## src/rtl/seq_serial_tx.sv

```systemverilog
`default_nettype none
// ============================================================================
// Module      : seq_serial_tx
// Description : Serial bit-stream transmitter feeding a sequence detector.
//               Accepts a WIDTH-bit word on a valid/ready handshake in IDLE,
//               then shifts it out MSB first on bit_out. After the frame it
//               inserts GAP idle cycles. All outputs are registered.
//               Optional macro SEQ_TX_PREAMBLE_EN adds a PRE state that
//               emits the sync pattern 1,0,1,0 before the data bits.
// Revision    : 1.0 - initial release
// ============================================================================
module seq_serial_tx #(
  parameter int WIDTH = 8,   // data word width, 2..32
  parameter int GAP   = 2    // idle cycles after each frame, 0..15
) (
  input  logic             clk,
  input  logic             rst,
  input  logic [WIDTH-1:0] data_in,
  input  logic             data_valid,
  output logic             data_ready,
  output logic             bit_out,
  output logic             bit_valid,
  output logic             busy,
  output logic             frame_done
);

  localparam int               CNT_W      = $clog2(WIDTH) + 1;
  localparam logic [CNT_W-1:0] C_CNT_FULL = CNT_W'(WIDTH);
  localparam logic [CNT_W-1:0] C_CNT_LAST = CNT_W'(1);
  localparam logic [3:0]       C_GAP_LEN  = 4'(GAP);

  typedef enum logic [1:0] {
    S_IDLE  = 2'b00,
`ifdef SEQ_TX_PREAMBLE_EN
    S_PRE   = 2'b01,
`endif
    S_SHIFT = 2'b10,
    S_GAP   = 2'b11
  } state_t;

  state_t             state_q, state_d;
  logic [WIDTH-1:0]   sreg_q, sreg_d;     // word being shifted, MSB is next bit
  logic [CNT_W-1:0]   cnt_q, cnt_d;       // data bits left, including current
  logic [3:0]         gcnt_q, gcnt_d;     // gap cycles left, including current
`ifdef SEQ_TX_PREAMBLE_EN
  logic [1:0]         pcnt_q, pcnt_d;     // index of preamble bit on the line
`endif

  logic bit_out_q, bit_out_d;
  logic bit_valid_q, bit_valid_d;
  logic frame_done_q, frame_done_d;
  logic busy_q, busy_d;
  logic ready_q, ready_d;

  // Next-state logic: handshake in IDLE, frame sequencing, gap timing.
  always_comb begin
    state_d = state_q;
    sreg_d  = sreg_q;
    cnt_d   = cnt_q;
    gcnt_d  = gcnt_q;
`ifdef SEQ_TX_PREAMBLE_EN
    pcnt_d  = pcnt_q;
`endif
    case (state_q)
      S_IDLE: begin
        if (data_valid) begin
          sreg_d = data_in;
`ifdef SEQ_TX_PREAMBLE_EN
          state_d = S_PRE;
          pcnt_d  = 2'd0;
`else
          state_d = S_SHIFT;
          cnt_d   = C_CNT_FULL;
`endif
        end
      end
`ifdef SEQ_TX_PREAMBLE_EN
      S_PRE: begin
        if (pcnt_q == 2'd3) begin
          state_d = S_SHIFT;
          cnt_d   = C_CNT_FULL;
          pcnt_d  = 2'd0;
        end else begin
          pcnt_d = pcnt_q + 2'd1;
        end
      end
`endif
      S_SHIFT: begin
        // After WIDTH shifts the register has drained to all zeros.
        sreg_d = {sreg_q[WIDTH-2:0], 1'b0};
        if (cnt_q == C_CNT_LAST) begin
          cnt_d = '0;
          if (GAP == 0) begin
            state_d = S_IDLE;
          end else begin
            state_d = S_GAP;
            gcnt_d  = C_GAP_LEN;
          end
        end else begin
          cnt_d = cnt_q - C_CNT_LAST;
        end
      end
      S_GAP: begin
        if (gcnt_q <= 4'd1) begin
          state_d = S_IDLE;
          gcnt_d  = 4'd0;
        end else begin
          gcnt_d = gcnt_q - 4'd1;
        end
      end
      default: begin
        state_d = S_IDLE;
      end
    endcase
  end

  // Output values for the coming cycle, derived from the next state so that
  // every output can be driven straight from a flop.
  always_comb begin
    bit_out_d    = 1'b0;
    bit_valid_d  = 1'b0;
    frame_done_d = 1'b0;
    case (state_d)
      S_SHIFT: begin
        bit_out_d    = sreg_d[WIDTH-1];
        bit_valid_d  = 1'b1;
        frame_done_d = (cnt_d == C_CNT_LAST);
      end
`ifdef SEQ_TX_PREAMBLE_EN
      S_PRE: begin
        bit_out_d   = ~pcnt_d[0];
        bit_valid_d = 1'b1;
      end
`endif
      default: begin
      end
    endcase
    busy_d  = (state_d != S_IDLE);
    ready_d = (state_d == S_IDLE);
  end

  // State and output registers; reset is asynchronous so a frame aborts at once.
  always_ff @(posedge clk or posedge rst) begin
    if (rst) begin
      state_q      <= S_IDLE;
      sreg_q       <= '0;
      cnt_q        <= '0;
      gcnt_q       <= '0;
`ifdef SEQ_TX_PREAMBLE_EN
      pcnt_q       <= '0;
`endif
      bit_out_q    <= 1'b0;
      bit_valid_q  <= 1'b0;
      frame_done_q <= 1'b0;
      busy_q       <= 1'b0;
      ready_q      <= 1'b1;
    end else begin
      state_q      <= state_d;
      sreg_q       <= sreg_d;
      cnt_q        <= cnt_d;
      gcnt_q       <= gcnt_d;
`ifdef SEQ_TX_PREAMBLE_EN
      pcnt_q       <= pcnt_d;
`endif
      bit_out_q    <= bit_out_d;
      bit_valid_q  <= bit_valid_d;
      frame_done_q <= frame_done_d;
      busy_q       <= busy_d;
      ready_q      <= ready_d;
    end
  end

  assign bit_out    = bit_out_q;
  assign bit_valid  = bit_valid_q;
  assign frame_done = frame_done_q;
  assign busy       = busy_q;
  assign data_ready = ready_q;

endmodule
`default_nettype wire

```

## config.mk

```make
export PLATFORM = sky130hd
export DESIGN_NAME = seq_serial_tx
export DESIGN_NICKNAME = d
export VERILOG_FILES = /design/src/rtl/seq_serial_tx.sv
export SDC_FILE = /design/constraint.sdc
export NUM_CORES = 1
export LEC_CHECK = 0
export ABC_CLOCK_PERIOD_IN_PS = 3500
export CORE_MARGIN = 2
export CORE_UTILIZATION = 41
export CTS_BUF_LIST = sky130_fd_sc_hd__clkbuf_2
export DETAILED_ROUTE_END_ITERATION = 12
export PLACE_DENSITY = 0.67
export SLEW_MARGIN = 0
export SYNTH_ARGS = -nofsm -noshare
export SYNTH_HDL_FRONTEND = slang
export SYNTH_SLANG_ARGS = --single-unit
export TNS_END_PERCENT = 50
```

## constraint.sdc

```tcl
create_clock -name clk -period 3.5 [get_ports clk]
set_input_delay 0.525 -clock clk [delete_from_list [all_inputs] [get_ports clk]]
set_output_delay 0.525 -clock clk [all_outputs]
set_load 0.01 [all_outputs]
```

# Word level (Yosys, flattened, before mapping)
# Index checks and enable logic that the tools add are counted.
# Widths: inputs -> output; s select.
# classes
magnitude_cmp,1
n_addsub,2
multipliers,0
shifts,0
n_div,0
n_mux,15
n_eq_ne,7
reduce_logical,7
n_bitwise,0
# op_table
cell,count
$mux 4,4
$pmux 4 s2,2
$pmux 8 s2,1
$eq 4x1->1 const B,2
$mux 8,1
$sub 4x1->4 const B,2
$eq 2x2->1 const B,3
$mux 2,3
$pmux 2 s3,1
$reduce_bool 2->1,3
$le 4x1->1 const B,1
$logic_not 2->1,2
$ne 2x2->1 const B,2
$reduce_and 2->1,2
$mux 1,3
# word_totals
ram_bits,0
latch_bits,0
wordCells,42
register_bits,23
romBits,0
memories,0
in_bits,11
out_inout_bits,5

# Depth between registers and ports, before layout
# logic_depth
ltp_word,5
depth_mapped,6
ltp_nobuf,6

# Worst setup path before layout
# No wires, ideal clock.
# synth_path
path_type,reg-to-reg
start,register cnt_q[1]
end,register gcnt_q[2]
path_stages_with_launch,6
period_less_slack_ps,1379
setup_ps,121
required_ps,3379
path_buffers,0
setup_slack_ps,2121
arrival_time_ps,1258
path_cell_list,dfrtp_1 inv_1 ha_1 nor3b_2 o21ai_1 a22o_1
# synth_via
elab_chain_cells,3
# synth_lines
element,line,source
from (decl),43,"logic [CNT_W-1:0] cnt_q, cnt_d;"
from (signal assigned),160,cnt_q <= cnt_d;
$eq 4x1->1,91,if (cnt_q == C_CNT_LAST) begin
$ne 2x2->1 (no line),-,
$reduce_and 2->1 (no line),-,
to (signal assigned),161,gcnt_q <= gcnt_d;
to (decl),44,"logic [3:0] gcnt_q, gcnt_d;"
# No other way between the ends.
# A chain may end at the register's enable or synchronous reset.

# Worst setup path after layout
# layout_path
start,register ready_q (netlist: data_ready)
end,output data_ready
# layout_lines
element,line,source
from (decl),53,"logic ready_q, ready_d;"
from (signal assigned),169,ready_q <= ready_d;
to (decl),20,"output logic data_ready,"
# No word-level cell between the ends.

==> results_dict.tcl <==
set metrics [dict create \
    max_stage_delay_ps 560 \
    worstPathMaxFanout 1 \
    row_count 19 \
    cts_setup_buffers 0 \
    synth_flop_cell "dfrtp_1" \
    dp_hpwl_um 1554 \
    antenna_cells 0 \
    grt_pass1_wl_um 3829 \
    critPathArrivalTime_ps 1420 \
    die_w_um 57.39 \
    ys_ff_latch 23 \
    setup_tns_ps 0 \
    internal_power_mw 0.6470 \
    power.switching_mw 0.4453 \
    yosysWarnings 0 \
    drive_gt1_frac 0.1120 \
    crit_path_start_kind "flip-flop" \
    fin_nets 141 \
    cts.repair.resized 0 \
    grt_start_max_net_pins 24 \
    netlist.area_leader.share 0.4711 \
    synth_top_area_cell "dfrtp_1" \
    async_reset_ff_frac 1.000 \
    start_util 0.4275 \
    placedCellCount 152 \
    synthTopCellsByArea "dfrtp_1, a22oi_1, ha_1" \
    hold_violations 0 \
    grt.total_usage 0.1484 \
    cts_hold_buf 0 \
    syn_avg_cell_area_um2 10.62 \
    crit_path_top_delay_cell "dfstp_2" \
    wl_per_cell_um 13.44 \
    period_minus_slack_ps 1942 \
    synth_cell_types 35 \
    worst_pin_slew_ps 846.8 \
    h-tree-depth 1 \
    die_h_um 57.39 \
    cts_buffers 3 \
    setup.worst_path.start "data_ready" \
    viasPerCell 5.429 \
    ir_drop_mv 0.4204 \
    overflow 0 \
    instances_no_fill 156 \
    status "finished, final reports clean" \
    p_per_area_nw_per_um2 809.1 \
    tritoncts "built" \
    switching_share 0.4077 \
    slew-limit-headroom 0.4348 \
    crit_type "flip-flop to output pin" \
    fillers 254 \
    syn_nets 125 \
    finalCritPeriodShare 0.5549 \
    antenna_left 0 \
    rsz0062_at_grt "false" \
    reg2reg_from "cnt_q[1]" \
    max_cap_violations 0 \
    p_comb_frac 0.449 \
    skew_ps 12.48 \
    post-route-drc-count 0 \
    io_pins 16 \
    yosysSeqAreaShare 0.4936 \
    clock.fmax_mhz 514.9 \
    antenna_found_initial 0 \
    grt_pass1_vias 851 \
    slew_viol_final 0 \
    cp.required_ps 2970 \
    finalSetupViolations 0 \
    syn_to_final_growth_pct 15.52 \
    design.die.area_um2 3294 \
    first_pass_iters 4 \
    hold_path_startpoint "sreg_q[2]" \
    p_clk_frac 0.093 \
    yosysMostFrequentCell "dfrtp_1" \
    path_clk_slew_ps 210 \
    vias 847 \
    hold_class "flip-flop to flip-flop" \
    gp_congestion 0.8030 \
    endpoint_kind "output pin" \
    critical-path-top-delay-family "flip-flops" \
    synth_edf_count 0 \
    insertion_delay_ps 330 \
    syn_inst 110 \
    yosys-top-cells-count "dfrtp_1, inv_1, o21ai_0, a21oi_1" \
    clock-sinks 23 \
    crit_buf_inv 1 \
    cts_buffer_depth 2 \
    crit_chain "clkdlybuf4s50_1" \
    port_buffers 15 \
    root_buffer "clkbuf_2" \
    sequentialPowerShare 0.458 \
    drt_iter0_drc 18 \
    core_area_um2 2734 \
    wirelength_um 2096 \
    netlist_area_um2 1169 \
    power_leakage_nw 0.5798 \
]
==> cells in the final DEF, fill, tap and decap left out, types with 2 or more instances in the layout <==
cell type,synthesis,routed
a22o_1,2,2
nor2_1,4,4
ha_1,4,4
inv_1,9,9
clkdlybuf4s50_1,0,15
nand2_1,6,6
nor3b_2,2,2
o21ai_0,9,9
a21oi_1,8,8
mux2i_1,2,2
clkbuf_2,0,3
nor2b_1,7,7
o21ai_1,4,4
dfrtp_1,22,22
nor3_1,2,2
and2b_1,2,2
a22oi_1,7,7
==> stage by stage <==
stage / utilization / power, mW / cell area [um^2] / hold WS (ps) / setup slack, ps
CTS: 0.4938 / 1.107 / 1350 / 520.4 / 1527
global placement: 0.4865 / 0.9813 / 1330 / 472.9 / 1580
floorplan: - / 0.8687 / 1169 / 450.6 / 2121
finish: 0.4938 / 1.092 / 1350 / 512.8 / 1558
global route: 0.4938 / 1.204 / 1350 / 546.8 / 1472
detailed placement: 0.4865 / 1.003 / 1330 / 474.9 / 1531
==> area by class of cell <==
cell class | count | area, um^2 | share of cell area
Sequential cell | 23 | 576.8 | 0.4272
Multi-Input combinational cell | 74 | 530.5 | 0.3930
Timing Repair Buffer | 15 | 150.1 | 0.1112
Tap cell | 31 | 38.79 | 0.02873
Inverter | 9 | 33.78 | 0.02502
Clock buffer | 3 | 15.01 | 0.01112
Clock inverter | 1 | 5.005 | 0.003707
==> layer usage <==
metal	part of all wire	global-route usage	wire length, um
met4	0.0062	0.06645	13
met2	0.47	0.2273	988
met3	0.039	0.02494	81
met5	0	0	0
met1	0.48	0.2064	1012
==> logic make-up after synthesis <==
logic type,Yosys count,synth area share
flip-flops,23,0.4936
AO/OA/AOI/OAI,37,0.2152
buffers and inverters,13,0.05245
AND/OR/NAND/NOR,31,0.1788
multiplexers,2,0.01713
adder cells (fa/ha/maj),4,0.04283
==> flip-flops by register name, summed over array words and instances (netlist names) <==
register    flops
sreg_q          8
cnt_q           4
frame_done      1
bit_out         1
busy            1
data_ready      1
gcnt_q          4
state_q         2
bit_valid       1
==> power by group through the flow <==
stage / logic (mW) / clock network, mW / registers, mW
2_1_floorplan: 0.407 / 0 / 0.462
3_3_place_gp: 0.477 / 0 / 0.504
3_5_place_dp: 0.493 / 0 / 0.510
4_1_cts: 0.496 / 0.110 / 0.502
5_1_grt: 0.559 / 0.121 / 0.524
6_report: 0.490 / 0.102 / 0.500
==> worst paths after layout <==
kind / endpoint / slack (ps) / depth (start not counted)
setup reg to reg: gcnt_q[2] / 1830 / 5
hold reg to reg: sreg_q[2] / 510 / 2
setup / recovery: data_ready / 1560 / 1
hold / removal: sreg_q[2] / 510 / 2
max in group asynchronous: sreg_q[1] / 2340 / 2
min in group asynchronous: gcnt_q[0] / 630 / 2
No activity file was read; power rests on OpenSTA's default activity.
